### src/rtl/pc_seq_if.sv
// Control-unit <-> program-counter bundle: control strobes and jump target in,
// instruction address and status out.
interface pc_seq_if #(
  parameter int unsigned ADDR_W = 8,
  parameter int unsigned PHASES = 4
);
  localparam int unsigned PhW = $clog2(PHASES);

  logic              enable;
  logic              finish;
  logic              load;
  logic              inc;
  logic              call;
  logic              ret;
  logic [ADDR_W-1:0] C_bus;
  logic [ADDR_W-1:0] ins_address;
  logic [PhW-1:0]    phase;
  logic              commit;
  logic              running;
  logic              halted;
  logic              stack_err;

  // Control unit side
  modport master (
    output enable, finish, load, inc, call, ret, C_bus,
    input  ins_address, phase, commit, running, halted, stack_err
  );

  // Program counter side
  modport slave (
    input  enable, finish, load, inc, call, ret, C_bus,
    output ins_address, phase, commit, running, halted, stack_err
  );
endinterface

### src/rtl/pc_seq.sv
// Multi-phase program counter with return-address stack and IDLE/RUN/HALT control.
// Control inputs only take effect on the last phase of each instruction (commit).
module pc_seq #(
  parameter int unsigned       ADDR_W      = 8,
  parameter int unsigned       PHASES      = 4,
  parameter int unsigned       STACK_DEPTH = 4,
  parameter logic [ADDR_W-1:0] RESET_ADDR  = '0
) (
  input  logic     clk,
  input  logic     reset,
  pc_seq_if.slave  pc_bus
);

  localparam int unsigned PhW = $clog2(PHASES);
  // sp counts 0..STACK_DEPTH inclusive, hence the +1
  localparam int unsigned SpW = $clog2(STACK_DEPTH + 1);
  localparam logic [PhW-1:0] PhLast = PhW'(PHASES - 1);
  localparam logic [SpW-1:0] SpFull = SpW'(STACK_DEPTH);

  typedef enum logic [1:0] {StIdle, StRun, StHalt} state_e;

  state_e            state_q, state_d;
  logic [PhW-1:0]    phase_q, phase_d;
  logic [ADDR_W-1:0] addr_q, addr_d;
  logic [SpW-1:0]    sp_q, sp_d;
  logic              err_q, err_d;
  logic [ADDR_W-1:0] stack_q [STACK_DEPTH];

  logic              commit_w;
  logic              stack_empty;
  logic              stack_full;
  logic              push;
  logic [ADDR_W-1:0] push_addr;
  logic [ADDR_W-1:0] top_entry;

  assign commit_w    = (state_q == StRun) && (phase_q == PhLast);
  assign stack_empty = (sp_q == '0);
  assign stack_full  = (sp_q == SpFull);

  // State register and datapath registers, synchronous reset
  always_ff @(posedge clk) begin
    if (reset) begin
      state_q <= StIdle;
      phase_q <= '0;
      addr_q  <= RESET_ADDR;
      sp_q    <= '0;
      err_q   <= 1'b0;
    end else begin
      state_q <= state_d;
      phase_q <= phase_d;
      addr_q  <= addr_d;
      sp_q    <= sp_d;
      err_q   <= err_d;
    end
  end

  // Stack storage; entries survive reset, only sp is cleared
  always_ff @(posedge clk) begin
    if (push && !reset) begin
      for (int i = 0; i < STACK_DEPTH; i++) begin
        if (SpW'(i) == sp_q) stack_q[i] <= push_addr;
      end
    end
  end

  // Top-of-stack read (entry sp-1); compare-select avoids index width trouble
  always_comb begin
    top_entry = '0;
    for (int i = 0; i < STACK_DEPTH; i++) begin
      if (SpW'(i) == sp_q - SpW'(1)) top_entry = stack_q[i];
    end
  end

  // Next-state: errors and finish at commit both park the FSM in HALT
  always_comb begin
    state_d = state_q;
    unique case (state_q)
      StIdle: if (pc_bus.enable) state_d = StRun;
      StRun: begin
        if (commit_w) begin
          if (pc_bus.finish) begin
            state_d = StHalt;
          end else if (pc_bus.ret) begin
            if (stack_empty) state_d = StHalt;
          end else if (pc_bus.call) begin
            if (stack_full) state_d = StHalt;
          end
        end
      end
      StHalt: state_d = StHalt;
      default: state_d = StIdle;
    endcase
  end

  // Datapath next-state: phase counter and prioritised commit action
  always_comb begin
    phase_d   = phase_q;
    addr_d    = addr_q;
    sp_d      = sp_q;
    err_d     = err_q;
    push      = 1'b0;
    push_addr = addr_q + ADDR_W'(1);
    if (state_q == StRun) begin
      phase_d = (phase_q == PhLast) ? '0 : phase_q + PhW'(1);
      if (commit_w && !pc_bus.finish) begin
        if (pc_bus.ret) begin
          if (stack_empty) begin
            err_d = 1'b1;
          end else begin
            addr_d = top_entry;
            sp_d   = sp_q - SpW'(1);
          end
        end else if (pc_bus.call) begin
          if (stack_full) begin
            err_d = 1'b1;
          end else begin
            push   = 1'b1;
            sp_d   = sp_q + SpW'(1);
            addr_d = pc_bus.C_bus;
          end
        end else if (pc_bus.load) begin
          addr_d = pc_bus.C_bus;
        end else if (pc_bus.inc) begin
          addr_d = addr_q + ADDR_W'(1);
        end
      end
    end
  end

  // Outputs decoded from registered state
  always_comb begin
    pc_bus.ins_address = addr_q;
    pc_bus.phase       = phase_q;
    pc_bus.commit      = commit_w;
    pc_bus.running     = (state_q == StRun);
    pc_bus.halted      = (state_q == StHalt);
    pc_bus.stack_err   = err_q;
  end

endmodule

### src/flat_wrapper.sv
// flat-port wrapper written by rule: the top's interface ports become plain ports
module pc_seq_flat 
#(
  parameter int unsigned       ADDR_W      = 8,
  parameter int unsigned       PHASES      = 4,
  parameter int unsigned       STACK_DEPTH = 4,
  parameter logic [ADDR_W-1:0] RESET_ADDR  = '0
)
  (clk, reset, pc_bus_enable, pc_bus_finish, pc_bus_load, pc_bus_inc, pc_bus_call, pc_bus_ret, pc_bus_C_bus, pc_bus_ins_address, pc_bus_phase, pc_bus_commit, pc_bus_running, pc_bus_halted, pc_bus_stack_err);
  pc_seq_if #(.ADDR_W(ADDR_W), .PHASES(PHASES)) pc_bus_i ();
  input  logic clk;
  input  logic reset;
  input wire logic [$bits(pc_bus_i.enable)-1:0] pc_bus_enable;
  input wire logic [$bits(pc_bus_i.finish)-1:0] pc_bus_finish;
  input wire logic [$bits(pc_bus_i.load)-1:0] pc_bus_load;
  input wire logic [$bits(pc_bus_i.inc)-1:0] pc_bus_inc;
  input wire logic [$bits(pc_bus_i.call)-1:0] pc_bus_call;
  input wire logic [$bits(pc_bus_i.ret)-1:0] pc_bus_ret;
  input wire logic [$bits(pc_bus_i.C_bus)-1:0] pc_bus_C_bus;
  output wire logic [$bits(pc_bus_i.ins_address)-1:0] pc_bus_ins_address;
  output wire logic [$bits(pc_bus_i.phase)-1:0] pc_bus_phase;
  output wire logic [$bits(pc_bus_i.commit)-1:0] pc_bus_commit;
  output wire logic [$bits(pc_bus_i.running)-1:0] pc_bus_running;
  output wire logic [$bits(pc_bus_i.halted)-1:0] pc_bus_halted;
  output wire logic [$bits(pc_bus_i.stack_err)-1:0] pc_bus_stack_err;
  assign pc_bus_i.enable = pc_bus_enable;
  assign pc_bus_i.finish = pc_bus_finish;
  assign pc_bus_i.load = pc_bus_load;
  assign pc_bus_i.inc = pc_bus_inc;
  assign pc_bus_i.call = pc_bus_call;
  assign pc_bus_i.ret = pc_bus_ret;
  assign pc_bus_i.C_bus = pc_bus_C_bus;
  assign pc_bus_ins_address = pc_bus_i.ins_address;
  assign pc_bus_phase = pc_bus_i.phase;
  assign pc_bus_commit = pc_bus_i.commit;
  assign pc_bus_running = pc_bus_i.running;
  assign pc_bus_halted = pc_bus_i.halted;
  assign pc_bus_stack_err = pc_bus_i.stack_err;
  pc_seq #(.ADDR_W(ADDR_W), .PHASES(PHASES), .STACK_DEPTH(STACK_DEPTH), .RESET_ADDR(RESET_ADDR)) u_core (.clk(clk), .reset(reset), .pc_bus(pc_bus_i));
endmodule
### config.mk
export PLATFORM = sky130hd
export DESIGN_NAME = pc_seq_flat
export DESIGN_NICKNAME = d
export VERILOG_FILES = /design/src/rtl/pc_seq_if.sv /design/src/rtl/pc_seq.sv /design/src/flat_wrapper.sv
export SDC_FILE = /design/constraint.sdc
export NUM_CORES = 1
export LEC_CHECK = 0
export BUFFER_PORTS_ARGS = -buffer_cell sky130_fd_sc_hd__buf_2
export CAP_MARGIN = 20
export CORE_MARGIN = 2
export CORE_UTILIZATION = 30
export CTS_CLUSTER_SIZE = 28
export DETAILED_ROUTE_END_ITERATION = 6
export SYNTH_ARGS = -nofsm -noshare
export SYNTH_HDL_FRONTEND = slang
export SYNTH_SLANG_ARGS = --single-unit
### constraint.sdc
create_clock -name clk -period 2.8 [get_ports clk]
set_clock_uncertainty 0.15 [all_clocks]
set_input_delay 0.42 -clock clk [delete_from_list [all_inputs] [get_ports clk]]
set_output_delay 0.42 -clock clk [all_outputs]
set_load 0.02 [all_outputs]
== Word-level counts from Yosys, hierarchy flattened ==
Memory sizes are Yosys's and may differ from the RTL's.
Index checks and enable logic that the tools add are counted.

* Flip-flop bits (word level): 16
* Memory bits (writable): 32
* Bits of input ports: 16
* Output and inout bits: 14
* Logic and storage cells: 100
* Memories: 1

{| class="wikitable"
|+ Memories
! name !! depth !! width !! read ports !! clocked after memory_dff !! write ports !! line !! text
|-
| u_core.stack_q || 4 || 8 || 4 || 0 || 1 || pc_seq.sv:27 || <nowiki>logic [ADDR_W-1:0] stack_q [STACK_DEPTH];</nowiki>
|}

* Add/sub/neg operators: 4
* Equal/unequal tests: 19
* Multiplexer cells: 53
* Reductions and logical operators: 18

{| class="wikitable"
|+ Operator list
! operator !! count
|-
| $mux 8 || 13
|-
| $mux 1 || 24
|-
| $reduce_or 8->1 || 3
|-
| $mux 2 || 11
|-
| $reduce_and 5->1 || 4
|-
| $eq 2x3->1 const A || 4
|-
| $mux 3 || 4
|-
| $add 8x1->8 const B || 1
|-
| $ne 4x3->1 const B || 2
|-
| $eq 1x3->1 const A || 2
|-
| $logic_not 3->1 || 2
|-
| $ne 2x2->1 const B || 3
|-
| $pmux 2 s3 || 1
|-
| $eq 2x2->1 const B || 2
|-
| $ne 2x1->1 const B || 2
|-
| $ne 4x4->1 const B || 1
|-
| $reduce_bool 2->1 || 2
|-
| $reduce_bool 4->1 || 1
|-
| $add 3x1->3 const B || 1
|-
| $eq 3x3->1 const B || 1
|-
| $logic_and 1x1->1 || 3
|-
| $ne 3x3->1 const B || 1
|-
| $sub 3x1->3 const B || 1
|-
| $add 2x1->2 const B || 1
|-
| other kinds (3) || 4
|}

== Logic depth before layout (Yosys ltp) ==
Gate-level depths: netlist (run 1).

* Word-level depth: 13
* Mapped depth: 8
* Gate-level depth less buffers: 6

== Least setup slack after synthesis (run 1) ==
OpenSTA, ideal clock, no wires.

* Path kind: register -> register
* Start point: register u_core.state_q[1]
* End point: memory u_core.stack_q[3][0], enable pin
* Setup time: 395 ps
* Arrival time: 1926 ps
* Required time: 2255 ps
* Path slack: 330 ps
* Cell stages (with the launch flop): 5
* Path buffers: 0
* Clock period less this slack: 2470 ps
* Cells stage by stage: dfxtp_1 inv_1 ha_1 nand3b_1 nor4_1

* Cells in the longest elaborated chain, start to end: 12
* Elaborated cells on any way between the ends: 23
* Those cells by class: eq/ne: 1; mux: 16; reduce/logical: 6

{| class="wikitable"
|+ RTL lines
! element !! line !! text
|-
| from (decl) || pc_seq.sv:22 || <nowiki>state_e state_q, state_d;</nowiki>
|-
| from (signal assigned) || pc_seq.sv:43 || <nowiki>state_q <= StIdle;</nowiki>
|-
| from (signal assigned) || pc_seq.sv:49 || <nowiki>state_q <= state_d;</nowiki>
|-
| $eq 2x1->1 (*) || n/a ||
|-
| via pc_bus_running || flat_wrapper.sv:23 || <nowiki>output wire logic [$bits(pc_bus_i.running)-1:0] pc_bus_running;</nowiki>
|-
| $logic_and 1x1->1 || pc_seq.sv:36 || <nowiki>assign commit_w = (state_q == StRun) && (phase_q == PhLast);</nowiki>
|-
| $logic_and 1x1->1 || pc_seq.sv:105 || <nowiki>if (commit_w && !pc_bus.finish) begin</nowiki>
|-
| $mux 1 || pc_seq.sv:105 ||
|-
| $mux 1 (*) || pc_seq.sv:103 || <nowiki>if (state_q == StRun) begin</nowiki>
|-
| $logic_and 1x1->1 (*) || pc_seq.sv:59 || <nowiki>if (push && !reset) begin</nowiki>
|-
| $mux 1 || pc_seq.sv:59 ||
|-
| $mux 1 (not written as such) || pc_seq.sv:61 || <nowiki>if (SpW'(i) == sp_q) stack_q[i] <= push_addr;</nowiki>
|-
| $reduce_or 8->1 (no source line) || n/a ||
|-
| $mux 2 (no source line) or $mux 1 (tied branches) (3 in series) || n/a ||
|-
| to (decl) || pc_seq.sv:27 ||
|}

The timed path passes the listed nets; every way through them passes the cells marked *.

== Final worst setup path (run 1) ==
* Start point: register u_core.state_q[1]
* End point: memory u_core.stack_q[0][4], enable pin

* Cells in the longest elaborated chain, start to end: 12
* Elaborated cells on any way between the ends: 23
* Those cells by class: eq/ne: 1; mux: 16; reduce/logical: 6

{| class="wikitable"
|+ RTL lines
! element !! line
|-
| $eq 2x1->1 (*) || pc_seq.sv:36, pc_seq.sv:103
|-
| $logic_and 1x1->1 || pc_seq.sv:36
|-
| $logic_and 1x1->1 || pc_seq.sv:105
|-
| $mux 1 || pc_seq.sv:105
|-
| $mux 1 (*) || pc_seq.sv:103
|-
| $logic_and 1x1->1 (*) || pc_seq.sv:59
|-
| $mux 1 || pc_seq.sv:59
|-
| $mux 1 (not written as such) || pc_seq.sv:61
|-
| $reduce_or 8->1 (no source line) || n/a
|-
| $mux 2 (no source line) or $mux 1 (tied branches) (3 in series) || n/a
|}

Every way passes the cells marked *; elsewhere a longest branch is shown, timed or not.

==> results of run 1 <==
==> synthesized netlist by cell type, types with 2 or more instances <==
master	n
edfxtp_1	32
nand2_1	18
dfxtp_1	16
ha_1	13
a21oi_1	12
nor2_1	12
inv_1	11
o21ai_0	10
nand3b_1	8
nand2b_1	7
o22ai_1	7
xnor2_1	7
a311o_1	6
a311oi_1	5
and2_1	5
and3_1	4
a211oi_1	3
clkbuf_1	3
mux2i_1	3
and4_1	2
buf_1	2
buf_2	2
buf_6	2
nor4_1	2
o211a_1	2
o32a_1	2
or3b_1	2
xor2_1	2
==> report_power, final <==
part	switching, mW	internal (mW)	total (mW)
registers	0.0155	0.767	0.782
logic	0.129	0.0922	0.221
clock network	0.235	0.292	0.527
==> metal layers <==
layer,vias up,track usage [%]
met5,-,0
met4,0,6.40
met3,12,2.55
met2,30,22.8
met1,874,17.4
li1,895,-
==> through the flow <==
| step | cell area, µm² | instances | hold slack, ns | utilization, % | power (mW) |
|---|---|---|---|---|---|
| after global placement | 2710 | 348 | 0.325 | 33.5 | 1.02 |
| after floorplan | 2470 | 222 | 0.320 | - | 0.960 |
| after global routing | 2830 | 356 | 0.316 | 35.0 | 1.61 |
| final | 2830 | 356 | 0.302 | 35.0 | 1.53 |
| after detailed placement | 2710 | 348 | 0.317 | 33.5 | 1.02 |
| after CTS | 2830 | 356 | 0.292 | 35.0 | 1.55 |
==> critical path, stage by stage (launching register included) <==
cell	delay, ns
dfxtp_1	0.34
inv_1	0.10
ha_1	0.30
nand3b_1	0.23
nor4_1	0.40
and2_1	0.43
==> final cells by class <==
cell class / instances / area (µm²)
inverter: 11 / 41.3
clock inverter: 2 / 38.8
tap: 105 / 131
fill: 844 / 5260
clock buffer: 6 / 82.6
timing repair buffer: 31 / 160
sequential: 48 / 1280
multi-input combinational: 153 / 1090
==> worst max-delay path by stage <==
stage                                   start                        endpoint  cells past startpoint
6_report       u_core.state_q[1]$_SDFFE_PP0P_  u_core.stack_q[0][4]$_DFFE_PP_                      5
4_1_cts        u_core.state_q[1]$_SDFFE_PP0P_  u_core.stack_q[0][1]$_DFFE_PP_                      5
5_1_grt        u_core.state_q[1]$_SDFFE_PP0P_  u_core.stack_q[0][1]$_DFFE_PP_                      5
3_3_place_gp   u_core.state_q[1]$_SDFFE_PP0P_  u_core.stack_q[0][0]$_DFFE_PP_                      5
3_5_place_dp   u_core.state_q[1]$_SDFFE_PP0P_  u_core.stack_q[0][4]$_DFFE_PP_                      5
2_1_floorplan  u_core.state_q[1]$_SDFFE_PP0P_  u_core.stack_q[3][0]$_DFFE_PP_                      4
==> kinds of logic (layout without fill, tap and decap cells) <==
family	after synthesis	in the layout
AND/OR/NAND/NOR	69	69
AO/OA/AOI/OAI	58	58
flip-flops	48	48
buffers and inverters	21	50
adder cells (fa/ha/maj)	13	13
XOR/XNOR	9	9
multiplexers	4	4
==> registers in the layout, indices dropped and copies added, names as in the netlist <==
signal                     flops
u_core.pc_bus.ins_address      8
u_core.stack_q                32
u_core.pc_bus.phase            2
u_core.sp_q                    3
u_core.pc_bus.stack_err        1
u_core.state_q                 2
==> results_dict.tcl, run 1 <==
set metrics [dict create \
    outcome "completed" \
    root_buffer "clkbuf_8" \
    synth_edf_count 32 \
    hold_end "u_core.pc_bus.stack_err$_SDFFE_PP0P_" \
    slew_headroom_pct 59.3 \
    synth_area_per_cell_um2 11.1 \
    synth_area_leaders "edfxtp_1 39%, dfxtp_1 13%, ha_1 6.6%" \
    clockBufferDepth 2 \
    pin_count 30 \
    synth-warning-count 0 \
    clk_pin_slew_worst_paths_ns 0.09 \
    synth_compound_area_share_pct 17.1 \
    netlist_area_um2 2470 \
    hpwl_um 4290 \
    grt_overflow 0 \
    met1_length_um 2630 \
    cts_hold_buf 0 \
    worstMarginPinSlew_ns 0.608 \
    setup_tns_ns 0 \
    top_layer_used "met4" \
    synth_fp_nets 251 \
    vias_per_cell 5.09 \
    core_area_um2 8090 \
    vias 1811 \
    muxShareOfSynthArea_pct 1.67 \
    cts_tree "yes" \
    finalHoldViolations 0 \
    period_minus_slack_ns 2.28 \
    worst_slack_ns 0.519 \
    clkSinkCount 48 \
    syn-instance-count 222 \
    synth_top_family_by_area "compound AO/OA/AOI/OAI gates" \
    grt_pass1_vias 1765 \
    wl_per_cell_um 16.4 \
    clock.fmax_mhz 438 \
    dr_wl_met2_um 2870 \
    irDropWorstVdd_mv 0.217 \
    layout_common_cells "32 x edfxtp_1, 29 x buf_2, 18 x nand2_1, 16 x dfxtp_1, 13 x ha_1" \
    synth-async-reset-ratio_pct 0 \
    die_w_um 94.8 \
    grt.total_usage_pct 13.8 \
    grt_max_degree 20 \
    dp_slack_ns 0.549 \
    htree_levels 2 \
    crit_path_end_kind "register" \
    r2r_start "u_core.state_q[1]$_SDFFE_PP0P_" \
    holdCritStartpoint "pc_bus_finish" \
    setup_viol 0 \
    final_common_cell "edfxtp_1" \
    period_share_pct 81.5 \
    ant_nets 0 \
    synth.largest_area_cell "edfxtp_1" \
    criticalPathCategory "register to register" \
    wl_um 5820 \
    port_buffers 29 \
    antenna_found_initial 0 \
    postCtsSetupRepairBufs 0 \
    power_density_nw_per_um2 541 \
    r2r_end "u_core.stack_q[0][4]$_DFFE_PP_" \
    post_cts_resized 0 \
    grt_pass1_wl_um 9250 \
    cp.arrival_ns 2.09 \
    r2r_cells 5 \
    synth-main-ff-cell "edfxtp_1" \
    synthAdderAreaFrac_pct 6.57 \
    ys_seq_area_share_pct 51.8 \
    drc 0 \
    die_h_um 94.8 \
    crit_path_max_fanout 8 \
    synthSimpleGateAreaFrac_pct 15.7 \
    numCtsBuffers 5 \
    hold_path_class "primary input to register" \
    n_antenna_cell 0 \
    wl_met3_um 152 \
    die_area_um2 8990 \
    start_util_pct 30.6 \
    num-nets-final 279 \
    drive_above_1_share_pct 17.9 \
    drt-pass1-iter-count 5 \
    power_leakage_nw 0.984 \
    synth_xor_area_share_pct 3.19 \
    worst_setup_path_start_kind "register" \
    area_growth_pct 14.3 \
    clkLatencyLatePin_ns 0.31 \
    synth_top_area_share_pct 38.8 \
    ys_types 50 \
    slew_viol_final 0 \
    maxCapViolCount 0 \
    routabilityCongestion 0.783 \
    holdPathStages 4 \
    drt_iter0_drc 127 \
    rows 33 \
    synth_seq_cells 48 \
    worstPathRequired_ns 2.61 \
    regToRegSetupSlack_ns 0.52 \
    rsz0062_at_grt "false" \
]
(Power assumes the default switching activity.)
==> inputs of run 2 (changes only) <==
Clock period 2.8 ns to 2.07 ns, I/O delays scaled along.
==> run 2 against run 1 <==
  * Combinational power grew 43%
  * Global-route usage grew 0.47 points
  * Largest power group unchanged
  * Highest routed layer unchanged
  * Final cell count grew 5.6%
  * Die area is the same
  * Critical endpoint is now u_core.pc_bus.ins_address[7]$_SDFFE_PP0P_
  * Fmax grew 17%
==> results_dict.tcl, run 2 (same netlist as run 1, synthesis figures left out) <==
set metrics [dict create \
    top_register "u_core.stack_q" \
    grt_max_degree 21 \
    power_leakage_nw 1.09 \
    wl_um 6130 \
    die_area_um2 8990 \
    criticalPathCategory "register to register" \
    n_antenna_cell 0 \
    crit_path_end_kind "register" \
    port_buffers 29 \
    setup_tns_ns 0 \
    irDropWorstVdd_mv 0.338 \
    htree_levels 2 \
    clkLatencyLatePin_ns 0.30 \
    rows 33 \
    outcome "completed" \
    pin_count 30 \
    setup_viol 0 \
    area_growth_pct 22.2 \
    drc 0 \
    worst_setup_path_start_kind "register" \
    vias 1956 \
    slew_headroom_pct 70.9 \
    num-nets-final 299 \
    hold_path_class "primary input to register" \
    final_common_cell "edfxtp_1" \
    maxCapViolCount 0 \
    r2r_end "u_core.pc_bus.ins_address[7]$_SDFFE_PP0P_" \
    grt.total_usage_pct 14.2 \
    start_util_pct 30.6 \
    power_density_nw_per_um2 639 \
    period_minus_slack_ns 1.95 \
    cp.arrival_ns 2.02 \
    layout_common_cells "32 x edfxtp_1, 29 x buf_2, 19 x buf_4, 17 x nand2_1, 15 x dfxtp_1" \
    period_share_pct 94.1 \
    drt-pass1-iter-count 4 \
    die_w_um 94.8 \
    routabilityCongestion 0.810 \
    grt_pass1_vias 1882 \
    clock.fmax_mhz 513 \
    numCtsBuffers 5 \
    largest_register_ffs 32 \
    slew_viol_final 0 \
    grt_overflow 0 \
    grt_pass1_wl_um 9600 \
    clockBufferDepth 2 \
    cts_tree "yes" \
    crit_path_max_fanout 8 \
    r2r_start "u_core.sp_q[1]$_SDFFE_PP0P_" \
    r2r_cells 7 \
    fillers 840 \
    hpwl_um 4390 \
    root_buffer "clkbuf_8" \
    hold_end "u_core.pc_bus.stack_err$_SDFFE_PP0P_" \
    regToRegSetupSlack_ns 0.12 \
    final_core_util_pct 37.4 \
    drive_above_1_share_pct 27.7 \
    holdPathStages 4 \
    antenna_found_initial 0 \
    wl_per_cell_um 16.3 \
    clk_pin_slew_worst_paths_ns 0.09 \
    ant_nets 0 \
    rsz0062_at_grt "false" \
    holdCritStartpoint "pc_bus_finish" \
    die_h_um 94.8 \
    vias_per_cell 5.20 \
    drt_iter0_drc 138 \
    clkSinkCount 48 \
    finalHoldViolations 0 \
    worstMarginPinSlew_ns 0.437 \
    worstPathRequired_ns 2.14 \
    core_area_um2 8090 \
]
## run 2: cell count changes in the layout (fill, tap and decap cells not counted), sizes merged
cell | before | now
buf | 31 | 51
bufinv | 1 | 0
clkinvlp | 0 | 1
## run 2: how the worst max path moves through the flow
stage / slack (ns) / to / startpoint
finish: 0.12 / u_core.pc_bus.ins_address[7]$_SDFFE_PP0P_ / u_core.sp_q[1]$_SDFFE_PP0P_
global route: 0.02 / u_core.stack_q[0][1]$_DFFE_PP_ / u_core.state_q[1]$_SDFFE_PP0P_
CTS: 0.03 / u_core.pc_bus.ins_address[0]$_SDFFE_PP0P_ / u_core.sp_q[1]$_SDFFE_PP0P_
detailed placement: 0.05 / u_core.pc_bus.ins_address[7]$_SDFFE_PP0P_ / u_core.sp_q[1]$_SDFFE_PP0P_
global placement: 0.08 / u_core.pc_bus.ins_address[2]$_SDFFE_PP0P_ / u_core.sp_q[0]$_SDFFE_PP0P_
floorplan: 0.02 / u_core.stack_q[2][0]$_DFFE_PP_ / u_core.state_q[1]$_SDFFE_PP0P_
## run 2: critical path: stages, from the launching register on
cell       delay (ns)
dfxtp_2          0.35
inv_1            0.11
ha_2             0.28
nand2b_1         0.13
buf_4            0.17
o2111ai_1        0.11
or4bb_1          0.49
o221ai_1         0.08
## run 2: final cells by class
class	count	area (µm²)	share of cell area (%)
flip-flops and latches	48	1280	42.4
multi-input cells	153	1140	37.6
repair buffers	51	348	11.5
well taps	105	131	4.34
clock buffers	6	72.6	2.40
inverters	11	41.3	1.36
clock inverters	2	12.5	0.414
## run 2: power breakdown
group	switching (mW)	internal (mW)
Sequential	0.0225	1.04
Clock	0.321	0.237
Combinational	0.177	0.139
## run 2: metal layers
layer / track usage, % / share of wire (%) / vias to the layer above
met4: 4.83 / 1.8 / 0
met1: 18.8 / 44 / 939
li1: - / - / 927
met3: 2.71 / 7.0 / 12
met5: 0 / 0 / -
met2: 23.3 / 47 / 78
## run 2: per-stage QoR
| step | area (µm²) | hold slack, ns | setup slack [ns] | power (mW) | cells |
|---|---|---|---|---|---|
| detailed placement | 2910 | 0.309 | 0.0463 | 1.40 | 368 |
| finish | 3030 | 0.204 | 0.122 | 1.93 | 376 |
| CTS | 3000 | 0.198 | 0.0273 | 1.95 | 376 |
| global route | 3030 | 0.238 | 0.0176 | 2.02 | 376 |
| floorplan | 2490 | 0.320 | 0.0241 | 1.30 | 222 |
| global placement | 2910 | 0.308 | 0.0799 | 1.39 | 368 |
## run 2: timing repair
| item | 4_1_cts | 5_1_grt |
|---|---|---|
| endpoints found under the setup margin | 0 | 30 |
| hold buffers | 0 | 0 |
| buffers inserted | 0 | 0 |
| resized for setup | 0 | 9 |
